## src/rtl/flap_controller_pkg.sv

```systemverilog
// Shared types and constants for the flap controller and its helpers.
package flap_controller_pkg;

  typedef enum logic [2:0] {
    IDLE,
    RISE,
    COOL,
    GLIDE,
    DEAD
  } flap_state_t;

  localparam int unsigned FLAP_TICKS_DEFAULT     = 24;
  localparam int unsigned COOLDOWN_TICKS_DEFAULT = 8;
  localparam logic [7:0]  FLAP_COUNT_MAX         = 8'd255;

  // Width of the rise and cooldown down-counters.
  localparam int unsigned CNT_W = 16;

  // Increment that sticks at FLAP_COUNT_MAX.
  function automatic logic [7:0] sat_inc(input logic [7:0] v);
    return (v == FLAP_COUNT_MAX) ? v : v + 8'd1;
  endfunction

endpackage

```

## src/rtl/flap_controller_key_sync_edge.sv

```systemverilog
// Key synchronizer: async active-low key -> synchronized active-high level -> one-clk press pulse.
// The press pulse is registered so key-to-press latency is SYNC_STAGES+1 edges.
module key_sync_edge #(
  parameter int unsigned SYNC_STAGES = 2
) (
  input  logic clk,
  input  logic reset,
  input  logic key_n,
  output logic press
);

  logic [SYNC_STAGES-1:0] sync_q;
  logic                   synced_now;
  logic                   synced_prev_q;
  logic                   press_q;

  assign synced_now = ~sync_q[SYNC_STAGES-1];
  assign press      = press_q;

  // Synchronizer chain (reset to "not pressed") and rising-edge detector.
  always_ff @(posedge clk) begin
    if (reset) begin
      sync_q        <= '1;
      synced_prev_q <= 1'b0;
      press_q       <= 1'b0;
    end else begin
      sync_q        <= {sync_q[SYNC_STAGES-2:0], key_n};
      synced_prev_q <= synced_now;
      press_q       <= synced_now & ~synced_prev_q;
    end
  end

endmodule

```

## src/rtl/flap_controller.sv

```systemverilog
// Flap controller: turns flap presses into fixed-length rise bursts with cooldown, and runs
// the idle/playing/dead game FSM. Optional macro FLAP_RETRIGGER_EN lets a press during a rise
// reload the rise counter (and count as a flap) instead of being ignored.
module flap_controller
  import flap_controller_pkg::*;
#(
  parameter int unsigned FLAP_TICKS     = FLAP_TICKS_DEFAULT,
  parameter int unsigned COOLDOWN_TICKS = COOLDOWN_TICKS_DEFAULT,
  parameter int unsigned SYNC_STAGES    = 2
) (
  input  logic       clk,
  input  logic       reset,
  input  logic       key_n,
  input  logic       tick,
  input  logic       collision,
  output logic       up,
  output logic       playing,
  output logic [7:0] flap_count
);

  localparam logic [CNT_W-1:0] RISE_LOAD = CNT_W'(FLAP_TICKS);
  localparam logic [CNT_W-1:0] COOL_LOAD = CNT_W'(COOLDOWN_TICKS);
  localparam logic [CNT_W-1:0] CNT_ONE   = CNT_W'(1);

  flap_state_t      state_q, state_d;
  logic [CNT_W-1:0] rise_q, rise_d;
  logic [CNT_W-1:0] cool_q, cool_d;
  logic [7:0]       count_q, count_d;
  logic             press;

  key_sync_edge #(
    .SYNC_STAGES(SYNC_STAGES)
  ) u_key_sync_edge (
    .clk  (clk),
    .reset(reset),
    .key_n(key_n),
    .press(press)
  );

  // State, counter and flap-count registers.
  always_ff @(posedge clk) begin
    if (reset) begin
      state_q <= IDLE;
      rise_q  <= '0;
      cool_q  <= '0;
      count_q <= '0;
    end else begin
      state_q <= state_d;
      rise_q  <= rise_d;
      cool_q  <= cool_d;
      count_q <= count_d;
    end
  end

  // Next-state logic; collision always beats a same-cycle press.
  always_comb begin
    state_d = state_q;
    rise_d  = rise_q;
    cool_d  = cool_q;
    count_d = count_q;
    unique case (state_q)
      IDLE: begin
        if (press) begin
          state_d = RISE;
          rise_d  = RISE_LOAD;
          count_d = sat_inc(count_q);
        end
      end
      RISE: begin
        if (collision) begin
          state_d = DEAD;
`ifdef FLAP_RETRIGGER_EN
        end else if (press) begin
          rise_d  = RISE_LOAD;
          count_d = sat_inc(count_q);
`endif
        end else if (tick) begin
          rise_d = rise_q - CNT_ONE;
          if (rise_q == CNT_ONE) begin
            if (COOLDOWN_TICKS == 0) begin
              state_d = GLIDE;
            end else begin
              state_d = COOL;
              cool_d  = COOL_LOAD;
            end
          end
        end
      end
      COOL: begin
        if (collision) begin
          state_d = DEAD;
        end else if (tick) begin
          cool_d = cool_q - CNT_ONE;
          if (cool_q == CNT_ONE) begin
            state_d = GLIDE;
          end
        end
      end
      GLIDE: begin
        if (collision) begin
          state_d = DEAD;
        end else if (press) begin
          state_d = RISE;
          rise_d  = RISE_LOAD;
          count_d = sat_inc(count_q);
        end
      end
      DEAD: begin
        state_d = DEAD;
      end
      default: begin
        state_d = IDLE;
      end
    endcase
  end

  // Outputs decoded from the registered state.
  always_comb begin
    up         = (state_q == RISE);
    playing    = (state_q == RISE) || (state_q == COOL) || (state_q == GLIDE);
    flap_count = count_q;
  end

endmodule

```

## config.mk

```make
export PLATFORM = sky130hd
export DESIGN_NAME = flap_controller
export DESIGN_NICKNAME = d
export VERILOG_FILES = /design/src/rtl/flap_controller_pkg.sv /design/src/rtl/flap_controller_key_sync_edge.sv /design/src/rtl/flap_controller.sv
export SDC_FILE = /design/constraint.sdc
export NUM_CORES = 1
export LEC_CHECK = 0
export ABC_AREA = 1
export CORE_ASPECT_RATIO = 1.25
export CORE_MARGIN = 2
export CORE_UTILIZATION = 57
export DETAILED_ROUTE_END_ITERATION = 6
export DONT_BUFFER_PORTS = 1
export PLACE_DENSITY = 0.77
export SYNTH_ARGS = -nofsm -noshare
export SYNTH_HDL_FRONTEND = slang
export SYNTH_SLANG_ARGS = --single-unit
```

## constraint.sdc

```tcl
create_clock -name clk -period 1.6 [get_ports clk]
set_clock_uncertainty 0.05 [all_clocks]
set_input_delay 0.24 -clock clk [delete_from_list [all_inputs] [get_ports clk]]
set_output_delay 0.24 -clock clk [all_outputs]
set_load 0.05 [all_outputs]
```

[After elaboration in Yosys (flattened, before gate mapping)]
Cells that the tools add are included.
Cells by class
  equality and inequality tests: 17
  bitwise gates (word level): 3
  reductions and logical operators: 10
  add/subtract/negate cells: 3
  mux-type cells: 24
Operators with widths (count)
  16-bit 2-to-1 mux: 9
  16-bit one-hot mux with 3 select lines: 1
  16-bit by 1-bit equality test with 1-bit output, second input constant: 2
  16-bit one-hot mux with 2 select lines: 1
  16-bit by 1-bit subtractor with 16-bit output, second input constant: 2
  3-bit 2-to-1 mux: 8
  8-bit 2-to-1 mux: 3
  8-bit one-hot mux with 2 select lines: 1
  3-bit one-hot mux with 5 select lines: 1
  2-bit inequality test, second input constant: 5
  3-bit inequality test, second input constant: 3
  8-bit by 1-bit adder with 8-bit output, second input constant: 1
  8-bit equality test, second input constant: 1
  4-bit AND reduction: 2
  3-bit by 2-bit equality test with 1-bit output, second input constant: 2
  6-bit AND reduction: 1
  2-bit nonzero test: 2
  3-bit by 1-bit equality test with 1-bit output, second input constant: 1
  3-bit equality test, second input constant: 1
  3-bit zero test: 1
  3-bit by 2-bit inequality test with 1-bit output, second input constant: 1
  3-bit nonzero test: 1
  1-bit logical OR: 2
  2-bit by 1-bit inequality test with 1-bit output, second input constant: 1
  3 further kinds: 4
Word-level totals
  output and inout bits: 10
  word-level logic and storage cells: 64
  register bits after elaboration: 47

[Depth between registers and ports, before layout]
  depth after elaboration: 5
  gate-level depth with buffers: 11

[Hierarchy]
Synthesis repeated with hierarchy kept, for this count alone.
Unflattened totals
  cell total of the unflattened synthesis: 454
  area, all modules: 2772.7 um^2
By module, submodules not included
  flap_controller: times used 1, cells each 443, area an instance 2661.3 um^2
  key_sync_edge: times used 1, cells each 11, area an instance 111.4 um^2

[Worst setup path after synthesis]
OpenSTA, ideal clock, no wires.
  kind: register to register
  start: register count_q[0], in the netlist flap_count[0]
  end: register count_q[1], in the netlist flap_count[1]
  slack: -0.399 ns
  stages on the path, launching flop included: 10
  arrival: 1.831 ns
  path through: dfxtp_1 -> ha_1 -> nand3_1 -> nor2_1 -> nand3_1 -> nand2_1 -> nor2_2 -> buf_4 -> o21ai_0 -> nor2_1
On the way
  cells in the longest elaborated chain, start to end: 5
RTL lines
  from (decl): line flap_controller.sv:28  | logic [7:0] count_q, count_d;
  from (signal assigned): line flap_controller.sv:51  | count_q <= count_d;
  8-bit by 1-bit adder with 8-bit output / 8-bit equality test (equally long branches): line flap_controller_pkg.sv:21  | return (v == FLAP_COUNT_MAX) ? v : v + 8'd1;
  8-bit 2-to-1 mux (*): line flap_controller_pkg.sv:21
  8-bit 2-to-1 mux (*): line flap_controller.sv:63, flap_controller.sv:102
  8-bit 2-to-1 mux: line flap_controller.sv:100  | if (collision) begin
  8-bit one-hot mux with 2 select lines (*): line flap_controller.sv:61  | unique case (state_q)
Every way passes the cells marked *; elsewhere a longest branch is shown, timed or not. The select of a mux whose other input is x is not followed.
A chain may end at the register's enable or synchronous reset.

[Final worst setup path]
  start: register state_q[2]
  end: output up
On the way
  cells in the longest elaborated chain, start to end: 1
RTL lines
  from (decl): line flap_controller.sv:25  | flap_state_t state_q, state_d;
  from (signal assigned): line flap_controller.sv:48  | state_q <= state_d;
  3-bit by 1-bit equality test with 1-bit output: line flap_controller.sv:119  | up = (state_q == RISE);
  to (decl): line flap_controller.sv:16  | output logic up,
Every way passes these cells.

==> summary.md <==
| Metric | Value |
|---|---|
| Cts bufs inserted | `5` |
| Placed Area | `3144 sq um` |
| Tightest Pin Transition | `0.3315 ns` |
| Wirelength per Cell | `13.07 microns` |
| Tmin final | `1.561 ns` |
| IO Port Bufs | `0` |
| Vias | `2,896` |
| Final Non-Filler Cells | `540` |
| Max H-tree Level | `2` |
| GP Congestion | `0.8675` |
| Final WL | `7.057 mm` |
| Met3 Track Usage GR | `5.149%` |
| Reg2reg setup slack | `0.05 ns` |
| Die W | `66.69 microns` |
| Finish-stage setup viols | `0` |
| Tot GR Track Use | `26.55%` |
| Crit path arrival time | `1.27 ns` |
| GRT Max-Usage Layer | `met2` |
| Max FO, Critical Path | `5` |
| Synth unique cells | `34` |
| PD cells | `1414 nW/um^2` |
| Starting density of the core | `59.21%` |
| Worst-path clk slew | `0.09 ns` |
| Layout area overhead | `22.30%` |
| Clk buf depth | `2` |
| Routed vias/inst | `5.363` |
| Largest net degree at the start of global routing | `33` |
| Max frequency | `640.5 MHz` |
| Initial DRC count | `186` |
| Status | `finished clean` |
| Leading cell types in the layout, fill and taps excluded | `nand2_1, nor2_1, buf_4, dfxtp_1, nand3_1` |
| Die extent in y | `82.37 microns` |
| Rows | `28` |
| Worst r2r src | `state_q[2]$_SDFFE_PP0P_` |
| Startpoint Class | `register` |
| Global-route wire length before repair | `11.21 mm` |
| Mapped Nets | `449` |
| #FFs+latches synth | `47` |
| Syn avg cell area | `6.379 sq um` |
| Leakage | `1.564 nW` |
| Initial antenna violation count | `0` |
| Crit. End Element | `output port` |
| Most common cell after layout, fill and taps aside | `nand2_1` |
| Grt ovf | `0` |
| Clock latency on the worst-skew pair | `0.31 ns` |
| Critical Path End | `up` |
| DIE AREA | `5493 sq um` |
| Primary FF master, synth | `dfxtp_1` |
| CTS tree | `built` |
| Final ANT Viol Nets | `0` |
| Met2 usage | `49.10%` |
| Reg-to-reg endpoint | `rise_q[3]$_SDFFE_PP0P_` |
| Seq/Total Area, Yosys | `33.60%` |
| Type of the most critical hold path | `in2reg` |
| Placed Cells incl. Taps | `524` |
| Number of global-route vias before repair | `2,567` |
| Worst Setup SP | `state_q[2]$_SDFFE_PP0P_` |
| Layout cells sized above 1 | `22.29%` |
| Drt first pass iters | `4` |
| Gate Count Post-Synth | `439` |
| N_diodes | `0` |
| Mapped Area | `2800 sq um` |
| RSZ-0062 raised after global routing | `true` |
| EDFF count, synth | `0` |
| Final Hold Fails | `0` |
| Residual DRC | `0` |
| Nets | `489` |
| GR Util met1 | `30.16%` |
| Maximum vdd ir drop | `1.192 mV` |
| Post-synth ARST share | `0%` |
| Worst reg-to-reg path cell count | `9` |
| Core Area | `4730 sq um` |
| Io pins | `15` |
| Slew margin rel. | `77.88%` |
| WP data required | `1.31 ns` |
| Max Slew Vio Count | `0` |
| Final period utilization | `97.59%` |
| CTS sink cnt | `47` |
| YS warnings | `0` |
| CTS Root Cell | `clkbuf_8` |
| Fin area | `3425 sq um` |
| CP Class | `reg2out` |
| Post-DP HPWL | `4.784 mm` |
| MaxCap Viol Count | `0` |
what timing repair did:
action	CTS	global route
setup endpoints to repair	11	29
buffers inserted	0	5
gates resized for setup	3	28
hold buffers	2	0
endpoints found under the hold margin	32	0
pin swaps	0	9
cloned	0	1
area by class of cell:
type                       instances  area, sq um
sequential                        47        964.7
fill                             392         1305
tap                               60        75.07
clock inverter                     1        5.005
clock buffer                       7        107.6
timing repair buffer              42        350.3
inverter                          37        147.6
multi-input combinational        346         1774
kinds of logic (layout without fill, tap and decap cells):
group | Yosys count | after routing | share of synthesized area (%)
AO/OA/AOI/OAI | 51 | 51 | 10.01
XOR/XNOR | 9 | 9 | 2.815
adder cells (fa/ha/maj) | 5 | 5 | 2.234
buffers and inverters | 46 | 87 | 7.015
flip-flops | 47 | 47 | 33.60
AND/OR/NAND/NOR | 281 | 281 | 44.32
synthesized netlist by cell type (all sizes together) (2+ instances only):
cell    instances  share of area [%]
nand2         140                 20
nor2           82                 12
dfxtp          47                 34
inv            36                4.8
a21oi          35                6.5
nand3          35                6.3
nand4          10                2.2
o21ai          10                1.8
xnor2           9                2.8
buf             5                1.5
ha              5                2.2
clkbuf          4               0.54
nor3            4               0.89
or2             4               0.89
nand3b          3               0.80
o21bai          3               0.94
nor3b           2               0.54
how the worst min path moves through the flow:
stage / startpoint / endpoint / slack [ns] / cells past startpoint
6_report: collision / state_q[2]$_SDFFE_PP0P_ / 0.04 / 2
4_1_cts: collision / state_q[2]$_SDFFE_PP0P_ / 0.04 / 2
5_1_grt: collision / state_q[2]$_SDFFE_PP0P_ / 0.04 / 2
2_1_floorplan: key_n / u_key_sync_edge.sync_q[0]$_SDFF_PP1_ / 0.29 / 1
3_3_place_gp: reset / cool_q[15]$_SDFFE_PP0P_ / 0.26 / 1
3_5_place_dp: reset / cool_q[15]$_SDFFE_PP0P_ / 0.26 / 1
power breakdown:
part           switching (mW)  internal, mW  total (mW)
registers               0.126          1.29        1.42
clock network           0.411         0.443       0.855
logic                    1.55          1.02        2.57
total                    2.08          2.76        4.84
metal layers:
layer	wire (microns)	share of wire [%]
met1	2911	41
met2	3708	53
met3	245	3.5
met4	191	2.7
met5	0	0
stage by stage:
step                      util (%)  worst slack, ns  hold slack (ns)  TNS (ns)  power (mW)
final                        72.41          0.03863          0.03737         0       4.841
after global routing         72.41         -0.05723          0.04263   -0.1615       5.211
after global placement       66.48          0.04488           0.2566         0       3.601
after CTS                    69.63          0.01431          0.03637         0       4.549
after floorplan                  -         -0.05159           0.2938   -0.9190       3.022
after detailed placement     66.48        -0.008911           0.2568  -0.01294       3.648
worst max-delay path: stages, from the launching register on:
cell and delay (ns):
dfxtp_4 0.38, inv_6 0.07, nand2_2 0.06, nor2_4 0.21, buf_4 0.25
flip-flops by register name, indices dropped and copies added (netlist names):
register	cells
state_q	3
rise_q	16
cool_q	16
u_key_sync_edge.sync_q	2
u_key_sync_edge.synced_prev_q	1
u_key_sync_edge.press	1
flap_count	8
Note: power is estimated with default switching activity, not from simulation.
